<file path="config.mk">
export PLATFORM = sky130hd
export DESIGN_NAME = edge_to_ard_link_flat
export DESIGN_NICKNAME = d
export VERILOG_FILES = /design/src/rtl/edge_to_ard_link_if.sv /design/src/rtl/edge_to_ard_link.sv /design/src/flat_wrapper.sv
export SDC_FILE = /design/constraint.sdc
export NUM_CORES = 1
export LEC_CHECK = 0
export BUFFER_PORTS_ARGS = -buffer_cell sky130_fd_sc_hd__buf_2
export CAP_MARGIN = 20
export CORE_MARGIN = 1.5
export CORE_UTILIZATION = 57
export CTS_CLUSTER_DIAMETER = 60
export DETAILED_ROUTE_END_ITERATION = 8
export PLACE_DENSITY_LB_ADDON = 0.12
export SLEW_MARGIN = 10
export SYNTH_ARGS = -nofsm -noshare
export SYNTH_HDL_FRONTEND = slang
export SYNTH_SLANG_ARGS = --single-unit
</file>
<file path="constraint.sdc">
create_clock -name clk -period 3.25 [get_ports clk]
set_clock_uncertainty 0.2 [all_clocks]
set_input_delay 0.1625 -clock clk [delete_from_list [all_inputs] [get_ports clk]]
set_output_delay 0.1625 -clock clk [all_outputs]
set_load 0.03 [all_outputs]
</file>
<file path="src/rtl/edge_to_ard_link_if.sv">
// Request/serial bundle between the edge status logic and the Arduino UART link.
// master = requester (drives payload/start), slave = link (drives tx/busy/done).
interface edge_to_ard_link_if;
    logic [39:0] payload;
    logic        start;
    logic        tx;
    logic        busy;
    logic        done;

    modport master (output payload, output start, input tx, input busy, input done);
    modport slave  (input payload, input start, output tx, output busy, output done);
endinterface

</file>
<file path="src/rtl/edge_to_ard_link.sv">
// Sends a 40-bit status word to an Arduino as ten Hamming(8,4)-coded bytes over 8N1 UART.
// tx/busy/done are decoded straight from the state so an async reset forces the line idle at once.
module edge_to_ard_link #(
    parameter int CLKFRQ   = 100000000,
    parameter int BAUDRATE = 9600
) (
    input  logic              clk,
    input  logic              reset,
    edge_to_ard_link_if.slave bus
);
    localparam int            BITCYC    = CLKFRQ / BAUDRATE;
    localparam int            CW        = (BITCYC > 1) ? $clog2(BITCYC) : 1;
    localparam logic [CW-1:0] CNT_MAX   = CW'(BITCYC - 1);
    localparam logic [3:0]    LAST_BYTE = 4'd9;

    localparam logic [2:0] IDLE  = 3'd0;
    localparam logic [2:0] START = 3'd1;
    localparam logic [2:0] DATA  = 3'd2;
    localparam logic [2:0] STOP  = 3'd3;
    localparam logic [2:0] DONE  = 3'd4;

    logic [2:0]    r_state;
    logic [CW-1:0] r_cnt;
    logic [2:0]    r_bit;
    logic [3:0]    r_byte;
    logic [39:0]   r_payload;

    logic          w_bit_end;
    logic [5:0]    w_off;
    logic [3:0]    w_nib;
    logic [7:0]    w_code;

    // Byte layout {P, d4, d3, d2, p3, d1, p2, p1}, P = even parity over the lower seven bits.
    function automatic logic [7:0] hamming_enc(input logic [3:0] nib);
        logic [6:0] h;
        h[0] = nib[0] ^ nib[1] ^ nib[3];
        h[1] = nib[0] ^ nib[2] ^ nib[3];
        h[2] = nib[0];
        h[3] = nib[1] ^ nib[2] ^ nib[3];
        h[4] = nib[1];
        h[5] = nib[2];
        h[6] = nib[3];
        return {^h, h};
    endfunction

    assign w_bit_end = (r_cnt == CNT_MAX);
    assign w_off     = {r_byte, 2'b00};
    assign w_nib     = r_payload[w_off +: 4];
    assign w_code    = hamming_enc(w_nib);

    always_ff @(posedge clk or posedge reset) begin
        if (reset) begin
            r_state   <= IDLE;
            r_cnt     <= '0;
            r_bit     <= '0;
            r_byte    <= '0;
            r_payload <= '0;
        end else begin
            case (r_state)
                IDLE: begin
                    r_cnt <= '0;
                    if (bus.start) begin
                        r_payload <= bus.payload;
                        r_byte    <= '0;
                        r_bit     <= '0;
                        r_state   <= START;
                    end
                end
                START: begin
                    if (w_bit_end) begin
                        r_cnt   <= '0;
                        r_bit   <= '0;
                        r_state <= DATA;
                    end else begin
                        r_cnt <= r_cnt + 1'b1;
                    end
                end
                DATA: begin
                    if (w_bit_end) begin
                        r_cnt <= '0;
                        if (r_bit == 3'd7) r_state <= STOP;
                        else               r_bit   <= r_bit + 1'b1;
                    end else begin
                        r_cnt <= r_cnt + 1'b1;
                    end
                end
                STOP: begin
                    if (w_bit_end) begin
                        r_cnt <= '0;
                        // Next byte's start bit follows the stop bit with no gap.
                        if (r_byte < LAST_BYTE) begin
                            r_byte  <= r_byte + 1'b1;
                            r_state <= START;
                        end else begin
                            r_state <= DONE;
                        end
                    end else begin
                        r_cnt <= r_cnt + 1'b1;
                    end
                end
                DONE:    r_state <= IDLE;
                default: r_state <= IDLE;
            endcase
        end
    end

    assign bus.tx   = (r_state == START) ? 1'b0 :
                      (r_state == DATA)  ? w_code[r_bit] : 1'b1;
    assign bus.busy = (r_state == START) || (r_state == DATA) || (r_state == STOP);
    assign bus.done = (r_state == DONE);
endmodule

</file>
<file path="src/flat_wrapper.sv">
// flat-port wrapper written by rule: the top's interface ports become plain ports
module edge_to_ard_link_flat 
#(
    parameter int CLKFRQ   = 100000000,
    parameter int BAUDRATE = 9600
)
  (clk, reset, bus_payload, bus_start, bus_tx, bus_busy, bus_done);
  edge_to_ard_link_if bus_i ();
  input  logic clk;
  input  logic reset;
  input wire logic [$bits(bus_i.payload)-1:0] bus_payload;
  input wire logic [$bits(bus_i.start)-1:0] bus_start;
  output wire logic [$bits(bus_i.tx)-1:0] bus_tx;
  output wire logic [$bits(bus_i.busy)-1:0] bus_busy;
  output wire logic [$bits(bus_i.done)-1:0] bus_done;
  assign bus_i.payload = bus_payload;
  assign bus_i.start = bus_start;
  assign bus_tx = bus_i.tx;
  assign bus_busy = bus_i.busy;
  assign bus_done = bus_i.done;
  edge_to_ard_link #(.CLKFRQ(CLKFRQ), .BAUDRATE(BAUDRATE)) u_core (.clk(clk), .reset(reset), .bus(bus_i));
endmodule
</file>
==> results.txt <==
----------------------------------------------------
[Die]
  Initial core utilization ... 59.4%
  Die area ... 6200 um^2
  Die H ... 78.8 um
  Row cnt ... 27
  Width of the die ... between 70 and 80 um
  Core Box Area ... 5510 um^2
  Number of I/O pins ... 46

[Synth]
  Register bit count reported by yosys ... 64
  Fraction of registers with async set/reset ... between 90% and 100%
  Post-Synthesis Cell Area ... 3270 um^2
  Number of unique standard cell types used by synthesis ... 47
  Sequential cell area fraction in the yosys report ... roughly 49%
  Number of flops mapped to enable cells by yosys ... 0
  Synthesized instance count ... 288
  Syn avg cell area ... around 11 um^2
  Dominant synthesized flop cell ... sky130_fd_sc_hd__dfrtp_1
  Synthesized Nets ... around 340
  Syn. warnings ... 0

[Routing]
  Met2 layer wire length in the routed design ... 3560 um
  Starting DRT DRC Count ... around 120
  Top sig layer ... met4
  M1 WL ... 3310 um
  Routed via count ... about 2500
  Router iterations before antenna repair ... 4
  Met3 Routed Length ... about 420 um
  Routed wire length per instance ... 16.0 um
  Number of remaining DRC errors ... 0
  Per-cell via count in the routed design ... 5.48
  Final routed wirelength across all metal layers ... 7400 um
  Number of routed nets with antenna violations ... 0

[Global routing]
  Overall routing resource usage ... roughly a quarter
  Pin count of the biggest net entering global routing ... 41
  Number of antenna violations at the first check in global routing ... 0
  Via count of the first global-routing pass ... 2599
  Overflow left after global routing ... 0
  First-pass GRT wire length ... 12200 um

[Clocking]
  CTS tree ... done
  Clock Tree Root ... sky130_fd_sc_hd__clkbuf_8
  CTS sink cnt ... 64
  Clock latency of the later-clocked register in the worst-skew pair ... 340 ps
  Number of buffers inserted during clock tree synthesis ... 9
  Number of H-tree branching levels ... 3
  Reg clk slew, reported paths ... 70 ps
  Clock tree buffer depth ... 2

[STA]
  Clock period minus worst slack ... 3170 ps
  Count of final setup violators ... 0
  Achievable Freq ... roughly 0.32 GHz
  Number of hold-slack violations in the final timing report ... 0
  Final worst-path cycle share ... 97.4%
  Unrepaired setup endpoints after global routing ... yes
  Relative slew slack ... 48.8%
  Slew at the pin with the worst max-slew slack ... ~770 ps
  Number of pins exceeding their max-slew limit in the final report ... 0

[Critical path]
  Element type at the critical path start ... flip-flop
  Critical-path maximum fanout ... 8
  Worst setup path class ... flip-flop to primary output
  Capturing element type of the critical path ... primary output
  Arr. time, crit path ... 2800 ps
  WP data required ... between 2000 and 3000 ps
  R2R Setup Slk ... ~530 ps

[Power and ir drop]
  Switching part of the total power ... 32.7%
  Fraction of power consumed by the clock network ... between 20% and 30%
  Power density over the cells ... 675 nW/um^2
  Part of the total power dissipated in combinational logic ... 34.8%
  Int Power ... 1.93 mW
  Switch Pwr ... between 0.9 and 1 mW
  Power after layout ... ~2.9 mW
  Register share of total power ... approximately 45%
  Worst-case vdd ir drop ... 661 uV
  Leakage ... about 1.8 nW

[Run]
  # Max-Cap Violations ... 0

[Finish]
  Final core area utilization ... 77.2%
  Number of nets in the layout ... about 430
  Antenna Cells ... 0
  Layout cells sized above 1 ... about 34%
  Syn-to-layout area delta ... 29.9%

[Place]
  Placer congestion estimate ... between 0.8 and 0.9
  Buffers added on ports ... 45
  Final HPWL from detailed placement ... 4810 um

[Hold path]
  HP Class ... input port to flip-flop

[Run status]
  Result of the run ... completed

----------------------------------------------------
==> cell usage in the layout, fill, tap and decap left out, types with 2 or more instances in the layout <==
master,count
sky130_fd_sc_hd__a21oi_1,6
sky130_fd_sc_hd__a221o_1,2
sky130_fd_sc_hd__a22oi_2,2
sky130_fd_sc_hd__and3_1,2
sky130_fd_sc_hd__buf_2,44
sky130_fd_sc_hd__buf_4,10
sky130_fd_sc_hd__clkbuf_8,10
sky130_fd_sc_hd__clkinv_2,4
sky130_fd_sc_hd__clkinvlp_4,2
sky130_fd_sc_hd__dfrtp_1,61
sky130_fd_sc_hd__dfrtp_2,3
sky130_fd_sc_hd__dlygate4sd3_1,41
sky130_fd_sc_hd__ha_1,5
sky130_fd_sc_hd__inv_1,7
sky130_fd_sc_hd__mux2_2,41
sky130_fd_sc_hd__mux2i_1,11
sky130_fd_sc_hd__mux4_1,2
sky130_fd_sc_hd__mux4_2,3
sky130_fd_sc_hd__nand2_1,20
sky130_fd_sc_hd__nand2b_1,3
sky130_fd_sc_hd__nand3_1,13
sky130_fd_sc_hd__nor2_1,27
sky130_fd_sc_hd__nor2b_1,4
sky130_fd_sc_hd__nor3b_1,2
sky130_fd_sc_hd__o21ai_0,18
sky130_fd_sc_hd__o21ai_2,2
sky130_fd_sc_hd__o32ai_1,2
sky130_fd_sc_hd__o41ai_1,3
sky130_fd_sc_hd__or2_2,2
sky130_fd_sc_hd__xnor2_1,5
sky130_fd_sc_hd__xor2_1,9
==> cell families after synthesis <==
group | after synthesis | synth area share [%]
fa+ha+maj | 5 | 1.91
xor+xnor | 15 | 4.02
simple gates | 81 | 11.6
compound gates | 46 | 9.56
mux | 57 | 21.3
buf+inv | 20 | 2.72
flops | 64 | 48.9
==> stage by stage <==
stage	hold slack, ps	instances	TNS (ps)	setup slack, ps	area [um^2]
after global routing	98.3	461	-49.4	-49.4	4250
after CTS	46.5	457	0	1.81	4190
after global placement	23.4	399	0	373	3590
after floorplan	114	288	0	553	3270
after detailed placement	24.1	399	0	303	3590
final	59.4	461	0	84.4	4250
==> repair_timing <==
item / in CTS / in global routing
gates resized for setup: 2 / 12
hold buffers: 41 / 0
pin swaps: 0 / 3
setup buffers: 1 / 4
endpoints found under the setup margin: 1 / 1
endpoints found under the hold margin: 64 / 0
==> worst paths after layout <==
path | start | endpoint | cells past startpoint
setup / recovery | u_core.r_byte[0]$_DFFE_PP0P_ | bus_tx | 9
hold / removal | bus_start | u_core.r_state[0]$_DFFE_PP0P_ | 4
setup reg to reg | u_core.r_cnt[4]$_DFFE_PP0P_ | u_core.r_byte[2]$_DFFE_PP0P_ | 8
hold reg to reg | u_core.r_payload[26]$_DFFE_PP0P_ | u_core.r_payload[26]$_DFFE_PP0P_ | 1
max in group asynchronous | reset | u_core.r_byte[1]$_DFFE_PP0P_ | 4
min in group asynchronous | reset | u_core.r_payload[34]$_DFFE_PP0P_ | 3
==> power by group through the flow <==
stage / clock (mW) / sequential [mW] / combinational [mW]
final: 0.594 / 1.28 / 0.999
after global routing: 0.644 / 1.31 / 1.09
after CTS: 0.610 / 1.27 / 0.925
after detailed placement: 0 / 1.28 / 0.884
after global placement: 0 / 1.28 / 0.850
after floorplan: 0 / 1.18 / 0.731
==> Yosys cell counts, drive strengths merged (3+ instances only) <==
master / count / area [um^2]
nor2b: 4 / 25.0
nand3: 13 / 65.1
nand2: 20 / 75.1
nand2b: 3 / 18.8
mux2: 41 / 462
buf: 4 / 28.8
inv: 8 / 30.0
dfrtp: 64 / 1600
ha: 5 / 62.6
clkbuf: 8 / 30.0
xor2: 9 / 78.8
a21oi: 7 / 46.3
mux2i: 11 / 110
mux4: 5 / 124
nor2: 29 / 109
xnor2: 6 / 52.6
o41ai: 3 / 26.3
o21ai: 20 / 104
==> worst max-delay path, stage by stage, from the launching register on <==
cell	delay, ps
sky130_fd_sc_hd__dfrtp_2	460
sky130_fd_sc_hd__mux4_2	530
sky130_fd_sc_hd__a22oi_2	180
sky130_fd_sc_hd__o21ai_2	110
sky130_fd_sc_hd__xnor2_2	210
sky130_fd_sc_hd__a221oi_2	80
sky130_fd_sc_hd__a221o_1	280
sky130_fd_sc_hd__a221o_1	290
sky130_fd_sc_hd__a21o_1	190
sky130_fd_sc_hd__buf_6	130
==> registers in the layout, summed over array words and instances, names as in the netlist <==
name	count
u_core.r_bit	3
u_core.r_state	3
u_core.r_cnt	14
u_core.r_payload	40
u_core.r_byte	4
==> layer usage <==
layer | GRT usage, % | vias up
met5 | 0 | -
met1 | 34.7 | 1228
li1 | - | 1228
met3 | 8.97 | 12
met2 | 42.1 | 59
met4 | 8.57 | 0
==> layout make-up <==
| type | instances | area (um^2) |
|---|---|---|
| Sequential cell | 64 | 1610 |
| Inverter | 8 | 30.0 |
| Clock buffer | 10 | 138 |
| Multi-Input combinational cell | 204 | 1620 |
| Clock inverter | 6 | 35.0 |
| Tap cell | 72 | 90.1 |
| Timing Repair Buffer | 97 | 737 |
| Fill cell | 372 | 1250 |
Power figures use the tool's default switching activity.
